**src/rtl/irrigation_ctrl_seq.sv**
```systemverilog
// Multi-zone irrigation controller: synchronised, debounced tank/climate sensors drive per-zone
// drip/spray valve FSMs sharing one sprinkler grant, plus a two-page 7-segment status display.
module irrigation_ctrl_seq #(
    parameter int ZONES         = 2,
    parameter int DEB_CYCLES    = 4,
    parameter int MIN_ON_CYCLES = 8,
    parameter int DISP_CYCLES   = 16
) (
    input  logic                     clk,
    input  logic                     rst_n,
    input  logic                     lvl_h,
    input  logic                     lvl_m,
    input  logic                     lvl_l,
    input  logic [ZONES-1:0]         soil_wet,
    input  logic                     air_wet,
    input  logic                     temp_hi,
    input  logic                     disp_auto,
    input  logic                     disp_sel,
    input  logic [$clog2(ZONES)-1:0] disp_zone,
    output logic                     err,
    output logic                     alarm,
    output logic [ZONES-1:0]         drip,
    output logic [ZONES-1:0]         spray,
    output logic [6:0]               seg,
    output logic                     dp
);

    localparam int          NS         = ZONES + 5;
    localparam int          ZW         = $clog2(ZONES);
    localparam logic [7:0]  DEB_LAST   = 8'(DEB_CYCLES - 1);
    localparam logic [15:0] MIN_W      = 16'(MIN_ON_CYCLES);
    localparam logic [15:0] DWELL_LAST = 16'(MIN_ON_CYCLES - 1);
    localparam logic [15:0] DISP_LAST  = 16'(DISP_CYCLES - 1);

    localparam logic [6:0] SEG_0    = 7'b0111111;
    localparam logic [6:0] SEG_1    = 7'b0000110;
    localparam logic [6:0] SEG_2    = 7'b1011011;
    localparam logic [6:0] SEG_3    = 7'b1001111;
    localparam logic [6:0] SEG_E    = 7'b1111001;
    localparam logic [6:0] SEG_DASH = 7'b1000000;
    localparam logic [6:0] SEG_D    = 7'b1011110;
    localparam logic [6:0] SEG_S    = 7'b1101101;

    typedef enum logic [1:0] {
        Z_OFF   = 2'd0,
        Z_DRIP  = 2'd1,
        Z_SPRAY = 2'd2
    } zst_t;

    // Bit map: 0 H, 1 M, 2 L, 3.. soil, then air, then temp.
    logic [NS-1:0] raw;
    logic [NS-1:0] sync1_q, sync2_q, filt_q, filt_d;
    logic [7:0]    deb_cnt_q [NS];
    logic [7:0]    deb_cnt_d [NS];

    assign raw = {temp_hi, air_wet, soil_wet, lvl_l, lvl_m, lvl_h};

    always_comb begin
        filt_d = filt_q;
        for (int i = 0; i < NS; i++) begin
            deb_cnt_d[i] = '0;
            if (sync2_q[i] != filt_q[i]) begin
                if (deb_cnt_q[i] == DEB_LAST) begin
                    filt_d[i] = sync2_q[i];
                end else begin
                    deb_cnt_d[i] = deb_cnt_q[i] + 8'd1;
                end
            end
        end
    end

    always_ff @(posedge clk or negedge rst_n) begin
        if (!rst_n) begin
            sync1_q <= '0;
            sync2_q <= '0;
            filt_q  <= '0;
            for (int i = 0; i < NS; i++) deb_cnt_q[i] <= '0;
        end else begin
            sync1_q <= raw;
            sync2_q <= sync1_q;
            filt_q  <= filt_d;
            for (int i = 0; i < NS; i++) deb_cnt_q[i] <= deb_cnt_d[i];
        end
    end

    logic             f_h, f_m, f_l, f_air, f_hot;
    logic [ZONES-1:0] f_wet;
    logic             err_d, alarm_d;
    logic [ZONES-1:0] drip_req, spray_req;

    assign f_h      = filt_q[0];
    assign f_m      = filt_q[1];
    assign f_l      = filt_q[2];
    assign f_wet    = filt_q[3 +: ZONES];
    assign f_air    = filt_q[ZONES+3];
    assign f_hot    = filt_q[ZONES+4];
    assign err_d    = (f_h & ~f_m) | (f_m & ~f_l);
    assign alarm_d  = err_d | ~f_l;
    assign drip_req  = ~f_wet & {ZONES{~f_air | (~f_hot & f_m)}};
    assign spray_req = ~f_wet & {ZONES{f_air & (f_hot | ~f_m)}};

    zst_t             st_q [ZONES];
    zst_t             st_d [ZONES];
    logic [15:0]      dwell_q [ZONES];
    logic [15:0]      dwell_d [ZONES];
    logic             err_q, alarm_q, dp_q, dp_d, disp_auto_q;
    logic [ZONES-1:0] drip_q, spray_q, drip_d, spray_d;
    logic [6:0]       seg_q, seg_d;
    logic [15:0]      tmr_q, tmr_d;
    logic             grant_taken;

    // Entry is gated by the alarm being registered on this edge, so no valve opens alongside
    // a visible alarm; an already-open valve is cut on the edge after alarm becomes visible.
    always_comb begin
        grant_taken = 1'b0;
        for (int z = 0; z < ZONES; z++) begin
            if (st_q[z] == Z_SPRAY) grant_taken = 1'b1;
        end
        for (int z = 0; z < ZONES; z++) begin
            st_d[z]    = st_q[z];
            dwell_d[z] = (dwell_q[z] == MIN_W) ? dwell_q[z] : dwell_q[z] + 16'd1;
            case (st_q[z])
                Z_DRIP: begin
                    if (alarm_q || (dwell_q[z] >= DWELL_LAST && !drip_req[z])) st_d[z] = Z_OFF;
                end
                Z_SPRAY: begin
                    if (alarm_q || (dwell_q[z] >= DWELL_LAST && !spray_req[z])) st_d[z] = Z_OFF;
                end
                default: begin
                    dwell_d[z] = '0;
                    if (!alarm_d) begin
                        if (drip_req[z]) begin
                            st_d[z] = Z_DRIP;
                        end else if (spray_req[z] && !grant_taken) begin
                            st_d[z]     = Z_SPRAY;
                            grant_taken = 1'b1;
                        end
                    end
                end
            endcase
            drip_d[z]  = (st_d[z] == Z_DRIP);
            spray_d[z] = (st_d[z] == Z_SPRAY);
        end
    end

    logic [1:0]    lvl_cnt;
    logic [ZW-1:0] zsel;
    logic [6:0]    tank_seg, zone_seg;

    assign lvl_cnt = {1'b0, f_h} + {1'b0, f_m} + {1'b0, f_l};
    assign zsel    = (int'(disp_zone) < ZONES) ? disp_zone : '0;

    always_comb begin
        tank_seg = SEG_0;
        if (err_d) begin
            tank_seg = SEG_E;
        end else begin
            case (lvl_cnt)
                2'd1:    tank_seg = SEG_1;
                2'd2:    tank_seg = SEG_2;
                2'd3:    tank_seg = SEG_3;
                default: tank_seg = SEG_0;
            endcase
        end
        case (st_d[zsel])
            Z_DRIP:  zone_seg = SEG_D;
            Z_SPRAY: zone_seg = SEG_S;
            default: zone_seg = SEG_DASH;
        endcase
    end

    // A fresh 0->1 on disp_auto restarts the page cycle on the tank page.
    always_comb begin
        tmr_d = tmr_q;
        dp_d  = dp_q;
        if (!disp_auto) begin
            tmr_d = '0;
            dp_d  = disp_sel;
        end else if (!disp_auto_q) begin
            tmr_d = '0;
            dp_d  = 1'b0;
        end else if (tmr_q == DISP_LAST) begin
            tmr_d = '0;
            dp_d  = ~dp_q;
        end else begin
            tmr_d = tmr_q + 16'd1;
        end
        seg_d = dp_d ? zone_seg : tank_seg;
    end

    always_ff @(posedge clk or negedge rst_n) begin
        if (!rst_n) begin
            for (int z = 0; z < ZONES; z++) begin
                st_q[z]    <= Z_OFF;
                dwell_q[z] <= '0;
            end
            err_q       <= 1'b0;
            alarm_q     <= 1'b1;
            drip_q      <= '0;
            spray_q     <= '0;
            seg_q       <= SEG_0;
            dp_q        <= 1'b0;
            tmr_q       <= '0;
            disp_auto_q <= 1'b0;
        end else begin
            for (int z = 0; z < ZONES; z++) begin
                st_q[z]    <= st_d[z];
                dwell_q[z] <= dwell_d[z];
            end
            err_q       <= err_d;
            alarm_q     <= alarm_d;
            drip_q      <= drip_d;
            spray_q     <= spray_d;
            seg_q       <= seg_d;
            dp_q        <= dp_d;
            tmr_q       <= tmr_d;
            disp_auto_q <= disp_auto;
        end
    end

    assign err   = err_q;
    assign alarm = alarm_q;
    assign drip  = drip_q;
    assign spray = spray_q;
    assign seg   = seg_q;
    assign dp    = dp_q;

endmodule
```
**config.mk**
```make
export PLATFORM = sky130hd
export DESIGN_NAME = irrigation_ctrl_seq
export DESIGN_NICKNAME = d
export VERILOG_FILES = /design/src/rtl/irrigation_ctrl_seq.sv
export SDC_FILE = /design/constraint.sdc
export NUM_CORES = 1
export LEC_CHECK = 0
export CAP_MARGIN = 10
export CORE_ASPECT_RATIO = 0.5
export CORE_MARGIN = 2
export CORE_UTILIZATION = 60
export CTS_CLUSTER_SIZE = 8
export DETAILED_ROUTE_END_ITERATION = 16
export DONT_BUFFER_PORTS = 1
export GPL_TIMING_DRIVEN = 1
export PLACE_DENSITY_LB_ADDON = 0.15
export SLEW_MARGIN = 20
export SYNTH_ARGS = -nofsm -noshare
export SYNTH_HDL_FRONTEND = slang
export SYNTH_SLANG_ARGS = --single-unit
```
**constraint.sdc**
```tcl
create_clock -name clk -period 4.25 [get_ports clk]
set_input_delay 0.425 -clock clk [delete_from_list [all_inputs] [get_ports clk]]
set_output_delay 0.425 -clock clk [all_outputs]
set_load 0.1 [all_outputs]
```
# == Word-level counts from Yosys, hierarchy flattened ==
# Index checks and enable logic that the tools add are counted.
# totals
memories,0
ramBits,0
latchBits,0
romBits,0
out_inout_bits,14
input_bits,12
register_bits,144
# op_classes
addsub,12
shifts,0
n_lt_le_gt_ge,3
bitwise_logic,17
div_mod_pow,0
n_eq_ne,32
reduce_logical,25
multipliers,0
muxes,49
# op_table
op,count
16-bit 2-to-1 mux,7
8-bit 2-to-1 mux,14
"8-bit by 1-bit adder with 8-bit output, second input constant",7
"8-bit by 2-bit == test with 1-bit output, second input constant",7
"16-bit by 1-bit adder with 16-bit output, second input constant",3
"16-bit by 4-bit == test with 1-bit output, second input constant",3
"16-bit by 3-bit >= comparator with 1-bit output, second input constant",2
2-bit 2-to-1 mux,13
7-bit one-hot mux with 3 select lines,1
"2-bit == test, second input constant",7
7-bit 2-to-1 mux,2
2-bit AND reduction,7
"2-bit by 1-bit == test with 1-bit output, second input constant",6
6-bit one-hot mux with 2 select lines,1
1-bit 2-to-1 mux,9
2-bit one-hot mux with 2 select lines,2
1-bit inequality test,7
1-bit logical AND,6
1-bit logical NOT,6
1-bit inverter,5
1-bit AND,4
2-bit AND,2
1-bit logical OR,4
"2-bit inequality test, second input constant",2
7 further kinds,11

# == Logic depth before layout (Yosys ltp) ==
# Gate-level depths: netlist of the first run.
# depth
depth_word,21
mapped_depth,10
depth_no_buf,10

# == Worst setup path after synthesis of the first run ==
# Ideal clock, no wire load.
# synth_timing
path_kind,register to register
start,register dwell_q[0] (netlist bit)
end,register seg_q[1] (netlist: seg[1])
stages_incl_launch_ff,9
path_slack_ns,1.914
synth_period_minus_slack_ns,2.336
t_arrival_ns,2.253
required_ns,4.168
path_cell_list,dfrtp_1 -> ha_1 -> and2_1 -> or3_1 -> or4_1 -> o311a_2 -> o22a_1 -> ha_1 -> mux2_2
# synth_via
elab_chain_len,11
# synth_rtl
element,line,text
from (decl),104,logic [15:0] dwell_q [ZONES];
"from (signal, indexed assignment)",208,dwell_q[z] <= dwell_d[z];
16-bit by 3-bit >= comparator with 1-bit output *,"124, 127",
1-bit logical AND (on tied branches),"127, 124",
1-bit logical OR (on tied branches),"127, 124",
2-bit 2-to-1 mux (on tied branches),"127, 124",
2-bit one-hot mux with 2 select lines *,122,case (st_q[z])
2-bit 2-to-1 mux (not written as such) * (3 in a row),165,case (st_d[zsel])
2-bit == test or 2-bit by 1-bit == test with 1-bit output (tied branches),165,
6-bit one-hot mux with 2 select lines *,165,
7-bit 2-to-1 mux *,188,seg_d = dp_d ? zone_seg : tank_seg;
via seg_d[1],108,"logic [6:0] seg_q, seg_d;"
to (signal assigned),214,seg_q <= seg_d;
to (decl),108,
# Mark *: on every way through the listed nets, which the timed path passes. The rest lies on a longest branch. The select of a mux whose other input is x is not followed.
# A chain may end at the register's enable or synchronous reset.

# == Worst setup path after layout of the first run ==
# layout_timing
start,register st_q[0] (netlist bit)
end,register seg_q[3] (netlist: seg[3])
# layout_via
elab_chain_len,20
# layout_rtl
element,line,text
from (decl),102,zst_t st_q [ZONES];
"from (signal, indexed assignment)",207,st_q[z] <= st_d[z];
2-bit == test,"117, 122",
1-bit 2-to-1 mux,117,if (st_q[z] == Z_SPRAY) grant_taken = 1'b1;
1-bit logical NOT,134,end else if (spray_req[z] && !grant_taken) begin
1-bit logical AND,134,
1-bit 2-to-1 mux,134,
1-bit 2-to-1 mux,132,if (drip_req[z]) begin
1-bit 2-to-1 mux,131,if (!alarm_d) begin
1-bit 2-to-1 mux,122,
(+3 left out),n/a,
2-bit 2-to-1 mux,132,
2-bit 2-to-1 mux,131,
2-bit one-hot mux with 2 select lines,122,
2-bit 2-to-1 mux (not written as such) * (3 in a row),165,
2-bit == test or 2-bit by 1-bit == test with 1-bit output (tied branches),165,
6-bit one-hot mux with 2 select lines *,165,
7-bit 2-to-1 mux *,188,
via seg_d[3],108,
# Marks and branches as above.

==> results by group, run 1 <==
Status
  – Outcome: complete, but fails checks
  – Violated checks: hold timing

Final layout
  – Fin cells: 794
  – Area Growth Syn to Fin: 11.60%
  – Fill count: 794
  – Net count, final: about 670
  – Layout cells sized above 1: 8.937%
  – Antenna diodes: 0

Clock tree
  – Clock sinks: 144
  – Clk Latency, worst-skew pair: 0.41 ns
  – Root Driver: clkbuf_16
  – Cts repair resizes: 0
  – Clock-pin slew on the worst setup and hold paths: approximately 0.060 ns
  – CTS tree: done
  – CTS Buf Count: 17
  – H-tree Lvls: 4
  – CTS Buffer Depth: 2

Worst setup path
  – CP required: 4.59 ns
  – Setup crit end kind: flip-flop
  – Worst Setup Start Kind: flip-flop
  – Critical path class: flip-flop to flip-flop
  – CP arrival: slightly above 3 ns
  – Crit path max fanout: 22

Synthesis
  – Syn_nets: 655
  – Dominant cell type by area after synthesis: dfrtp_1
  – Yosys warns: 0
  – Mux cell area share after synthesis: 2.459%
  – Ys flop type: dfrtp_1
  – Synth Area in XOR/XNOR: around 11%
  – Seq/Total Area, Yosys: between 50 and 60%
  – Largest family of logic cells by synthesized area: simple AND/OR/NAND/NOR gates
  – Distinct cells, synth: 54
  – Synth Area in Adders: 3.679%
  – Cells after Synth: approximately 620
  – Syn Area/Cell: 10.68 sq um
  – Post-synthesis simple-gate area fraction: between 20 and 25%
  – Number of synthesized register bits: approximately 140
  – Synth Cell Area: 0.006665 sq mm
  – Dominant cells by area after synthesis: dfrtp_1, xor2_1, nor2_1
  – Number of synthesized flops with an enable pin: 0
  – Compound-Gate Fraction of Synth Area: 5.538%
  – Async SR Flop Fraction: 100.0%
  – Synth top area share: 51.44%

STA
  – Hold Vio Cnt, Final: 22
  – Fmax: 0.3641 GHz
  – WHS: -0.02451 ns
  – Post-route setup TNS: 0 ns
  – RSZ-0062 raised after global routing: false
  – Slew @ Worst Pin: 0.9092 ns
  – Final min period: approximately 2.7 ns
  – Fin Clk Skew: 0.01052 ns
  – Max-slew violations: 0
  – Final Cycle Share: 64.62%
  – Setup violators final: 0
  – Rel. slew slack: between 30% and 40%

Die
  – DIE WIDTH: 153.1 microns
  – I/O pin cnt: 26
  – Site row count: 27
  – Starting Density: between 60% and 70%
  – Area of the core: 0.01091 sq mm
  – Die footprint: roughly 0.012 sq mm
  – Die Y: 78.53 microns

Routing
  – Wirelength per Cell: roughly 15 microns
  – Antenna viol nets, final: 0
  – Remaining DRCs: 0
  – Total Wirelength: 11,920 microns
  – TritonRoute pass-1 iters: 5
  – DRT iter0 DRCs: 273
  – Via/cell ratio: 5.474
  – Routed via count: 4,346

Placement
  – Inst Count DP: 761
  – DP HPWL: about 8000 microns
  – Routability Congestion: 0.8801
  – Port bufs: 0

Power
  – Share of power burned in registers: 47.6%
  – Pwr/cell area: 638.1 mW/mm^2
  – Sw Ratio: between 30% and 40%
  – Comb power frac: 21.0%
  – Sw Pwr: 1.808 mW
  – Clk network pwr share: 31.5%
  – Leak Pwr: 3.338 nW
  – Internal Power: between 2 and 3 mW
  – Peak VDD IR: a little over 0.0003 V

GRT
  – Antenna violations before repair: 0
  – First-pass GRT wire length: 20,560 microns
  – Pin count of the biggest net entering global routing: roughly 150
  – Number of global-route vias before repair: ~4.4k
  – Met2 Use GR: 34.82%
  – M1 GR Usage: 29.08%
  – Global-route usage over all layers: between 20% and 30%
  – GRT Max-Usage Layer: met2
  – M3 GR Usage: 4.749%
  – Total gr overflow: 0

Flow run
  – Maxcap violations: 0

Hold path
  – Tightest Hold Check Type: input port to asynchronous set/reset pin
==> Yosys cell counts (all sizes together), types with 4 or more instances <==
cell and instances:
nand2b 6, dfstp 7, nand4 9, ha 18
nand2 38, and2 8, mux2i 4, dfrtp 137
o21ai 13, xnor2 27, nor4 9, a21oi 10
nor4b 7, and3 33, or3 11, inv 18
nand3 45, clkbuf 7, xor2 58, nor3 14
nor2 100, mux2 11
==> cell type report <==
cell class	instances	area [sq um]	share of cell area, %
clock buffers	19	432.9	5.820
clock inverters	13	162.7	2.187
inverters	18	67.56	0.9083
multi-input cells	454	2954	39.71
flip-flops and latches	144	3612	48.56
well taps	145	181.4	2.439
repair buffers	1	27.53	0.3701
==> through the flow <==
| stage | worst slack [ns] | power (mW) | area (sq um) | utilization [%] |
|---|---|---|---|---|
| after CTS | 1.501 | 4.799 | 7438 | 68.17 |
| after floorplan | 1.914 | 2.996 | 6665 | - |
| after global routing | 1.250 | 5.014 | 7438 | 68.17 |
| final | 1.504 | 4.746 | 7438 | 68.17 |
| after detailed placement | 1.512 | 3.247 | 6815 | 62.46 |
| after global placement | 1.556 | 3.222 | 6815 | 62.46 |
==> cells in the final DEF (no fill, tap or decap), drive strengths merged, types with 2 or more instances in the layout <==
master | synthesis | layout
nor4b | 7 | 7
o22ai | 2 | 2
and2 | 8 | 8
clkbuf | 7 | 19
nand3 | 45 | 45
a21oi | 10 | 10
clkinvlp | 0 | 3
nand2b | 6 | 6
a2bb2oi | 2 | 2
xor2 | 58 | 58
and3 | 33 | 33
o311ai | 2 | 2
nor4 | 9 | 9
or2 | 2 | 2
mux2i | 4 | 4
xnor2 | 27 | 27
a21boi | 2 | 2
clkinv | 0 | 6
dfstp | 7 | 7
o21ai | 13 | 13
inv | 18 | 19
nand2 | 38 | 38
nor2 | 100 | 100
ha | 18 | 18
bufinv | 0 | 3
or3 | 11 | 11
nand4 | 9 | 9
dfrtp | 137 | 137
mux2 | 11 | 11
nor3 | 14 | 14
==> worst paths after layout <==
| kind | start | end | slack [ns] | cells past startpoint |
|---|---|---|---|---|
| worst max register to register | st_q[0] | seg[3] | 1.50 | 8 |
| worst max-delay path | st_q[0] | seg[3] | 1.50 | 8 |
| max in group asynchronous | rst_n | deb_cnt_q[36] | 3.73 | 1 |
| worst min register to register | sync1_q[5] | sync2_q[5] | 0.35 | 0 |
| min in group clk | lvl_l | sync1_q[2] | 0.04 | 0 |
| worst min-delay path | rst_n | deb_cnt_q[11] | -0.02 | 1 |
==> power groups by stage <==
stage	Sequential [mW]	Clock (mW)	Combinational (mW)
final	2.26	1.49	0.995
after global placement	2.28	0	0.944
after detailed placement	2.28	0	0.964
after global routing	2.29	1.58	1.14
after floorplan	2.19	0	0.808
after CTS	2.26	1.53	1.01
==> state kept, by name, summed over array words and instances (netlist names), 4 cells and up <==
name	cells
tmr_q	16
sync2_q	7
sync1_q	7
seg	7
deb_cnt_q	56
filt_q	7
st_q	4
dwell_q	32
==> kinds of logic after synthesis <==
family,Yosys count
xor gates and xnor gates,85
and+or+nand+nor,290
adders and majority gates,19
DFF,144
muxes,15
AOI/OAI and AO/OA,45
buffers and inverters,26
==> routing by layer <==
metal  part of all wire [%]  routed length, microns  vias up
met3                    5.2                     619       11
met1                     47                    5656     2102
met4                   0.97                     116        0
met2                     46                    5526       68
met5                      0                       0        -
li1                       -                       -     2165
==> worst max-delay path: stages, from the launching register on <==
cell and delay, ns:
dfrtp_1 0.37, inv_1 0.06, ha_1 0.72, o311ai_1 0.28, o41ai_1 0.48, nand2_1 0.12, o22a_1 0.19, ha_1 0.29
mux2i_1 0.15
==> repair_timing <==
item / 4_1_cts / 5_1_grt
hold buffers: 1 / 0
endpoints found under the hold margin: 144 / 0
setup buffers: 0 / 0
setup endpoints to repair: 0 / 0
Note: power is estimated with default switching activity, not from simulation.
==> inputs of run 2 (changes only) <==
--- a/config.mk
+++ b/config.mk
@@ -8,7 +8,7 @@
 export CAP_MARGIN = 10
 export CORE_ASPECT_RATIO = 0.5
 export CORE_MARGIN = 2
-export CORE_UTILIZATION = 60
+export CORE_UTILIZATION = 57
 export CTS_CLUSTER_SIZE = 8
 export DETAILED_ROUTE_END_ITERATION = 16
 export DONT_BUFFER_PORTS = 1
==> constraint.sdc (replaced) <==
create_clock -name clk -period 2.4 [get_ports clk]
set_input_delay 0.24 -clock clk [delete_from_list [all_inputs] [get_ports clk]]
set_output_delay 0.24 -clock clk [all_outputs]
set_load 0.1 [all_outputs]
==> run 2 against run 1 <==
  * The flow still finishes with violations (hold timing)
  * Register-to-register slack worse by 1.5 ns
  * Fmax rose by 15%
  * Largest cell class unchanged
  * Non-clock buffer count is 27 higher
  * Sequential power increased by 72%
  * Sequential cell count unchanged
  * Combinational power rose by 130%
  * Via count grew 3.6%
  * Clock skew grew 0.0033 ns
  * Cell area grew 4.2%
  * Setup slack got worse by 1.5 ns
  * Sequential share of layout area decreased by 2.0 points
==> results by group, run 2 (synthesis gave the netlist of run 1 again) <==
STA
  – Hold Vio Cnt, Final: approximately 140
  – Fmax: 0.4195 GHz
  – Rel. slew slack: 40.37%
  – Max-slew violations: 0
  – Slew @ Worst Pin: 0.8950 ns
  – Final min period: about 2.4 ns
  – WHS: -0.4727 ns
  – Fin Clk Skew: 0.01378 ns
  – Final Cycle Share: between 90% and 100%
  – Setup violators final: 0
  – RSZ-0062 raised after global routing: true

Final layout
  – Antenna diodes: 0
  – Most flop-heavy register: deb_cnt_q
  – Commonest non-fill, non-tap cell in the layout: dfrtp_1
  – Area Growth Syn to Fin: 16.28%
  – Top Registers: deb_cnt_q (56), dwell_q (32), tmr_q (16)
  – Max reg flops: 56
  – Commonest non-fill, non-tap cells in the layout: dfrtp_1, nor2_1, xor2_1
  – Fin cells: approximately 840
  – Net count, final: 694
  – Fill count: 810
  – Layout cells sized above 1: 13.31%

Power
  – Clk network pwr share: 29.8%
  – Share of power burned in registers: 44.5%
  – Internal Power: 5.430 mW
  – Sw Pwr: 3.323 mW
  – Final Power: 8.752 mW
  – Leak Pwr: approximately 3.5 nW
  – Comb power frac: 25.8%
  – Sw Ratio: 37.96%
  – Pwr/cell area: around 1100 mW/mm^2
  – Peak VDD IR: slightly below 0.0005 V

Routing
  – Via/cell ratio: between 5 and 6
  – Total Wirelength: around 12,000 microns
  – Remaining DRCs: 0
  – TritonRoute pass-1 iters: 4
  – Routed via count: 4,503
  – Antenna viol nets, final: 0
  – DRT iter0 DRCs: approximately 270
  – Wirelength per Cell: 14.75 microns

Clock tree
  – CTS Buffer Depth: 2
  – Clk Latency, worst-skew pair: 0.42 ns
  – Clock-pin slew on the worst setup and hold paths: 0.06 ns
  – Root Driver: clkbuf_16
  – Clock sinks: 144
  – CTS Buf Count: 17
  – H-tree Lvls: 4
  – CTS tree: done
  – Hold-fix buffers, CTS: 8

GRT
  – Number of global-route vias before repair: ~4.3k
  – Total gr overflow: 0
  – Pin count of the biggest net entering global routing: 145
  – Global-route usage over all layers: 21.17%
  – First-pass GRT wire length: 20,580 microns
  – Antenna violations before repair: 0

Worst setup path
  – Setup crit end kind: flip-flop
  – R2R cell count: 8
  – Slowest stage delay, CP: 0.43 ns
  – Sum of buffers and inverters on the critical path: 0
  – Crit-path leading delay family: simple AND/OR/NAND/NOR gates
  – CP arrival: 2.72 ns
  – CP Depth: 8
  – CP required: 2.74 ns
  – Slowest stage cell, crit path: or4_4
  – Critical path class: flip-flop to flip-flop
  – Worst Setup Start Kind: flip-flop
  – CP cell instances: ha_2, and2_4, or3_4, or4_4, o311a_4, o22a_1, ha_4, mux2_4
  – Crit path max fanout: 4

Die
  – Die Y: slightly above 80 microns
  – DIE WIDTH: 156.9 microns
  – Starting Density: between 50% and 60%
  – Site row count: 27
  – Area of the core: ~0.011 sq mm
  – Die footprint: 0.01263 sq mm
  – I/O pin cnt: 26

Flow run
  – Maxcap violations: 0

Placement
  – DP HPWL: between 7000 and 8000 microns
  – Routability Congestion: approximately 0.85
  – Port bufs: 0
  – Inst Count DP: 793

Status
  – Outcome: complete, but fails checks
  – Violated checks: hold timing

Hold path
  – Tightest Hold Check Type: input port to asynchronous set/reset pin
run 2: cell count changes in the layout (fill, tap and decap cells not counted), moves of 2 or more:
cell | previous run | this run
ha_1 | 18 | 15
mux2_4 | 0 | 2
clkbuf_8 | 0 | 2
or3_1 | 11 | 9
buf_4 | 0 | 20
mux2_2 | 11 | 9
dlygate4sd3_1 | 0 | 8
or3_4 | 0 | 2
ha_4 | 0 | 2
run 2: metal layers:
layer	vias up	wire length, microns	track usage [%]
met5	-	0	0
met4	0	73	7.798
met3	6	434	4.695
met2	51	5620	32.28
met1	2222	6184	29.95
li1	2224	-	-
run 2: final timing paths:
path	startpoint	to	slack, ns
max	dwell_q[1]	seg[4]	0.02
min	rst_n	dwell_q[28]	-0.47
min reg2reg	sync1_q[5]	sync2_q[5]	0.35
min in group clk	disp_auto	dp	0.03
max reg2reg	dwell_q[1]	seg[4]	0.02
max in group asynchronous	rst_n	seg[3]	2.60
run 2: power groups by stage:
stage                     clock, mW  combinational (mW)  sequential [mW]
final                          2.61                2.26             3.89
after CTS                      2.66                2.07             3.89
after floorplan                   0                1.43             3.87
after global placement            0                1.97             3.91
after detailed placement          0                2.01             3.92
after global routing           2.78                2.50             3.94
run 2: repair_timing:
action | 4_1_cts | 5_1_grt
endpoints found under the hold margin | 152 | 144
setup endpoints to repair | 2 | 6
gates resized for setup | 2 | 16
setup buffers | 0 | 2
pin swaps | 0 | 5
run 2: metrics by stage:
| step | setup TNS [ns] | setup WS (ns) | utilization, % | cell area [sq um] |
|---|---|---|---|---|
| after floorplan | 0 | 0.06440 | - | 6665 |
| after global placement | 0 | 0.07011 | 62.31 | 6968 |
| after detailed placement | 0 | 0.02341 | 62.31 | 6968 |
| after CTS | 0 | 0.005712 | 68.43 | 7652 |
| after global routing | -0.1239 | -0.04502 | 69.31 | 7750 |
| final | 0 | 0.01618 | 69.31 | 7750 |
run 2: layout make-up:
class	instances	area [sq um]	area share [%]
timing repair buffer	28	230.2	2.971
sequential	144	3612	46.61
tap	159	198.9	2.567
inverter	18	67.56	0.8718
clock inverter	12	133.9	1.727
clock buffer	20	456.7	5.893
multi-input combinational	454	3050	39.36
==> inputs of run 3 (changes only) <==
--- a/config.mk
+++ b/config.mk
@@ -6,9 +6,11 @@
 export NUM_CORES = 1
 export LEC_CHECK = 0
 export CAP_MARGIN = 10
+export CELL_PAD_IN_SITES_DETAIL_PLACEMENT = 1
+export CELL_PAD_IN_SITES_GLOBAL_PLACEMENT = 1
 export CORE_ASPECT_RATIO = 0.5
 export CORE_MARGIN = 2
-export CORE_UTILIZATION = 57
+export CORE_UTILIZATION = 46
 export CTS_CLUSTER_SIZE = 8
 export DETAILED_ROUTE_END_ITERATION = 16
 export DONT_BUFFER_PORTS = 1
==> run 3 against run 2 <==
  * The flow still finishes with violations (hold timing)
  * Routed wire length grew 18%
  * Fmax shrank 0.60%
  * Sequential share of layout area is 0.62 points lower
  * Cell area rose by 1.4%
  * Critical path depth grew 1
  * Power increased by 1.7%
  * Critical endpoint is now seg[2]
==> results by group, run 3 (synthesis gave the netlist of run 1 again) <==
STA
  – Fin Clk Skew: 0.01441 ns
  – Fmax: ~0.42 GHz
  – Rel. slew slack: 41.05%
  – Setup violators final: 0
  – RSZ-0062 raised after global routing: true
  – Max-slew violations: 0
  – Final min period: 2.398 ns
  – Final Cycle Share: between 90% and 100%
  – Slew @ Worst Pin: between 0.8 and 0.9 ns
  – Final worst-path setup slack: 0.001688 ns
  – Hold Vio Cnt, Final: 144
  – WHS: -0.4934 ns
  – Post-route setup TNS: 0 ns

Final layout
  – Top Registers: deb_cnt_q (56), dwell_q (32), tmr_q (16)
  – Max reg flops: between 50 and 60
  – Commonest non-fill, non-tap cells in the layout: dfrtp_1, nor2_1, xor2_1
  – Net count, final: 701
  – Area Growth Syn to Fin: 17.89%
  – Antenna diodes: 0
  – Commonest non-fill, non-tap cell in the layout: dfrtp_1
  – Layout cells sized above 1: 15.08%
  – Most flop-heavy register: deb_cnt_q
  – Core Util, Final: between 50% and 60%

Clock tree
  – Root Driver: clkbuf_16
  – Clk Latency, worst-skew pair: 0.43 ns
  – Hold-fix buffers, CTS: 8
  – CTS Buf Count: 17
  – Clock sinks: about 140
  – Clock-pin slew on the worst setup and hold paths: 0.07 ns
  – H-tree Lvls: 4
  – CTS tree: done
  – CTS Buffer Depth: 2

Die
  – Die Y: around 90 microns
  – Site row count: 31
  – DIE WIDTH: 174.2 microns
  – Starting Density: 46.57%
  – I/O pin cnt: 26
  – Area of the core: 0.01431 sq mm
  – Die footprint: ~0.016 sq mm

Routing
  – Total Wirelength: 14,550 microns
  – Antenna viol nets, final: 0
  – Routed via count: 4,604
  – Via/cell ratio: 5.226
  – TritonRoute pass-1 iters: 4
  – DRT iter0 DRCs: 218
  – Remaining DRCs: 0
  – Wirelength per Cell: 16.51 microns

Status
  – Outcome: complete, but fails checks
  – Violated checks: hold timing

Worst setup path
  – Crit path max fanout: 5
  – R2R cell count: 9
  – Critical path class: flip-flop to flip-flop
  – Crit path launch: st_q[1]
  – Worst Setup Start Kind: flip-flop
  – Setup crit end kind: flip-flop
  – CP required: 2.74 ns
  – CP arrival: between 2 and 3 ns
  – Worst reg2reg path startpoint: st_q[1]

Placement
  – Port bufs: 0
  – Routability Congestion: about 0.8
  – Setup WS pre-CTS: 0.004723 ns
  – DP HPWL: 9228 microns

GRT
  – Number of global-route vias before repair: approximately 4.9k
  – Global-route usage over all layers: between 20 and 25%
  – Total gr overflow: 0
  – First-pass GRT wire length: 24,530 microns
  – Antenna violations before repair: 0
  – Pin count of the biggest net entering global routing: 145

Power
  – Pwr/cell area: 1133 mW/mm^2
  – Peak VDD IR: roughly 0.00064 V
  – Leak Pwr: ~3.5 nW

Flow run
  – Maxcap violations: 0

Hold path
  – Tightest Hold Check Type: input port to asynchronous set/reset pin
-- run 3: layout make-up --
cell class | instances | area (sq um)
clock inverters | 14 | 146.4
multi-input cells | 454 | 3070
inverters | 18 | 67.56
clock buffers | 18 | 429.2
repair buffers | 35 | 282.8
fillers | 1535 | 6455
well taps | 198 | 247.7
flip-flops and latches | 144 | 3613
-- run 3: timing repair --
action | in CTS | in global routing
setup buffers | 5 | 3
pin swaps | 4 | 6
hold endpoints to repair | 153 | 144
gates resized for setup | 6 | 17
setup endpoints to repair | 2 | 6
-- run 3: final timing paths --
| path | end | slack (ns) |
|---|---|---|
| setup / recovery | seg[2] | 0.002 |
| max in group asynchronous | alarm | 2.58 |
| setup reg to reg | seg[2] | 0.002 |
| hold / removal | tmr_q[15] | -0.49 |
| min in group clk | tmr_q[1] | 0.08 |
| hold reg to reg | sync2_q[3] | 0.36 |
-- run 3: routing by layer --
metal	wire length [microns]	share of wire, %	GRT usage [%]	vias up
li1	-	-	-	2234
met1	6939	48	26.27	2316
met2	7017	48	33.73	33
met3	381	2.6	5.060	21
met4	210	1.4	7.028	0
met5	0	0	0	-
-- run 3: critical path, stage by stage (launching register included) --
cell     delay, ns
dfrtp_1       0.43
inv_2         0.10
ha_4          0.12
nor2_1        0.04
or3_4         0.37
or4_4         0.49
o311a_4       0.16
o22a_1        0.21
ha_4          0.24
mux2i_2       0.18
-- run 3: per-stage QoR --
step / hold slack (ns) / instances / cell area (sq um) / power (mW)
4_1_cts: -0.5165 / 878 / 7747 / 8.841
2_1_floorplan: -0.05559 / 624 / 6665 / 5.305
3_5_place_dp: -0.05173 / 833 / 7024 / 6.004
3_3_place_gp: -0.05203 / 833 / 7024 / 5.951
5_1_grt: -0.5171 / 881 / 7858 / 9.431
6_report: -0.4934 / 881 / 7858 / 8.902
-- run 3: power breakdown --
part | switching [mW] | internal [mW]
registers | 1.06 | 2.85
clock network | 1.15 | 1.47
logic | 1.33 | 1.06
==> edit: new RTL, settings of run 3 <==
Register the output `seg` once more, cleared by the reset; this adds one clock of latency there. The other outputs are not delayed to match.
--- a/src/rtl/irrigation_ctrl_seq.sv
+++ b/src/rtl/irrigation_ctrl_seq.sv
@@ -224,3 +224,9 @@
     assign spray = spray_q;
-    assign seg   = seg_q;
+    always_ff @(posedge clk or negedge rst_n) begin
+        if (!rst_n) begin
+            seg <= '0;
+        end else begin
+            seg <= seg_q;
+        end
+    end
     assign dp    = dp_q;
Function: changed (a bounded check fails within 4 cycles, from zero or initial values and one cycle with rst_n low).
==> edit against run 3 <==
  * The run still ends with negative hold slack left
  * Setup slack gained 0.053 ns
  * Synthesized area is 2.4% higher
  * Wire length increased by 4.4%
  * Largest power group unchanged
  * Power grew 5.6%
  * Sequential cell count increased by 7
  * Hold slack better by 0.0028 ns
  * Cell area up 3.1%
==> edit: results (changes against run 3) <==
## Pwr
- 24.6% — combinational share of power, was 26.8%
- 5.92 mW — Int Pwr, was 5.37 mW
- 9.40 mW — total chip power, was 8.90 mW
- 3.61 nW — leakage, was 3.51 nW
- 2.99 mW — power in the clock group, was 2.62 mW
- 656 µV — Worst IR Drop VDD, was 635 µV

## Run status
- finished, violations left — run status, unchanged
- negative hold slack — violations in the final reports, unchanged

## Setup path
- 0.05 ns — worst setup slack for register-to-register paths, was 0.002 ns
- 0.42 ns — Slowest Stage Delay on Critical Path, was 0.49 ns
- 3 — critical path fanouts, max, was 5
- 2.70 ns — data arrival time of the critical path, was 2.74 ns

## Route
- 5.34 — vias per inst, was 5.23
- 17.1 µm — drt wl/cell, was 16.5 µm
- 15,200 µm — detailed-route wire length, was 14,500 µm
- 256 — 1st-iter DRT viols, was 218

## Placed design
- 0.836 — routability congestion estimate from global placement, was 0.799
- 9520 µm — DP HPWL, was 9230 µm
- 7210 µm² — total placed instance area, was 7020 µm²
- 843 — total instance count after detailed placement, was 833

## Yosys
- 55.5% — sequential element share of the synthesized area, was 54.2%
- 661 — total nets after synthesis, was 655
- 10.8 µm² — mean instance size in the synthesized netlist, was 10.7 µm²
- 55 — Yosys cell types, was 54
- sky130_fd_sc_hd__dfrtp_1 (53%), sky130_fd_sc_hd__xor2_1 (7.7%), sky130_fd_sc_hd__nor2_1 (5.2%), sky130_fd_sc_hd__ha_1 (3.3%), sky130_fd_sc_hd__xnor2_1 (3.1%) — synth top area cells, was sky130_fd_sc_hd__dfrtp_1 (51%), sky130_fd_sc_hd__xor2_1 (7.6%), sky130_fd_sc_hd__nor2_1 (5.6%), sky130_fd_sc_hd__xnor2_1 (3.5%), sky130_fd_sc_hd__ha_1 (3.4%)
- sky130_fd_sc_hd__dfrtp_1 (144), sky130_fd_sc_hd__nor2_1 (95), sky130_fd_sc_hd__xor2_1 (60), sky130_fd_sc_hd__nand2_1 (41), sky130_fd_sc_hd__nand3_1 (41) — top cell types by occurrence after synthesis, was sky130_fd_sc_hd__dfrtp_1 (137), sky130_fd_sc_hd__nor2_1 (100), sky130_fd_sc_hd__xor2_1 (58), sky130_fd_sc_hd__nand3_1 (45), sky130_fd_sc_hd__nand2_1 (38)

## Global routing
- 25,700 µm — first-pass GRT wire length, was 24,500 µm
- 27.9% — global-route track usage on met1, was 26.3%
- 5,141 — number of global-route vias before repair, was 4,919
- 5.25% — met3 demand-to-capacity share in global routing, was 5.06%
- 152 — largest net degree at the start of global routing, was 145
- 20.4% — all-layer global routing usage, was 20.2%

## Timing
- 0.00834 ns — Layout Skew, was 0.0144 ns
- 0.894 ns — actual slew at the worst max-slew pin, was 0.885 ns
- 151 — final hold vios, was 144
- -0.491 ns — worst slack on hold paths, was -0.493 ns

## Finish
- 708 — Final Net Count, was 701
- 15.4% — share of post-route cells with drive strength above 1, was 15.1%

## CTS
- 4 — maximum level of the CTS H-tree, unchanged

[edit: cell types whose count changed in the layout (fill, tap and decap cells not counted), moves of 4 or more]
cell                        before  now
sky130_fd_sc_hd__inv_6           7    0
sky130_fd_sc_hd__dfrtp_1       136  142
sky130_fd_sc_hd__and3_1         33   28
sky130_fd_sc_hd__nor2_1        100   95
sky130_fd_sc_hd__bufinv_16       1    5
sky130_fd_sc_hd__nand3_1        44   40
[edit: worst paths after layout]
path / end / cells after the start / start
min in group clk: seg_q[2] / 3 / disp_zone
min reg2reg: sync2_q[2] / 0 / sync1_q[2]
max reg2reg: seg_q[4] / 8 / dwell_q[1]
min: tmr_q[6] / 0 / rst_n
max: seg_q[4] / 8 / dwell_q[1]
max in group asynchronous: seg_q[1] / 0 / rst_n
[edit: area by class of cell]
| cell class | count | area (µm²) |
|---|---|---|
| Inverter | 19 | 71.3 |
| Multi-Input combinational cell | 452 | 3050 |
| Fill cell | 1538 | 6370 |
| Clock inverter | 11 | 196 |
| Sequential cell | 151 | 3790 |
| Clock buffer | 21 | 460 |
| Timing Repair Buffer | 36 | 290 |
| Tap cell | 198 | 248 |
[edit: metal layers]
metal  up-vias  part of all wire [%]
li1       2252                     -
met1      2433                    48
met2        45                    48
met3        16                   2.6
met4         0                   1.0
met5         -                     0
[edit: kinds of logic after synthesis]
logic type / after synthesis / share of synthesized area [%]
muxes: 15 / 2.38
xor gates and xnor gates: 84 / 10.8
DFF: 151 / 55.5
buffers and inverters: 27 / 1.52
adders and majority gates: 19 / 3.59
AOI/OAI and AO/OA: 47 / 5.37
and+or+nand+nor: 287 / 20.9
[edit: what timing repair did]
item,in CTS,in global routing
hold endpoints to repair,159,151
cloned,0,0
setup endpoints to repair,2,6
setup buffers,0,5
resized for setup,1,22
pin swaps,0,3
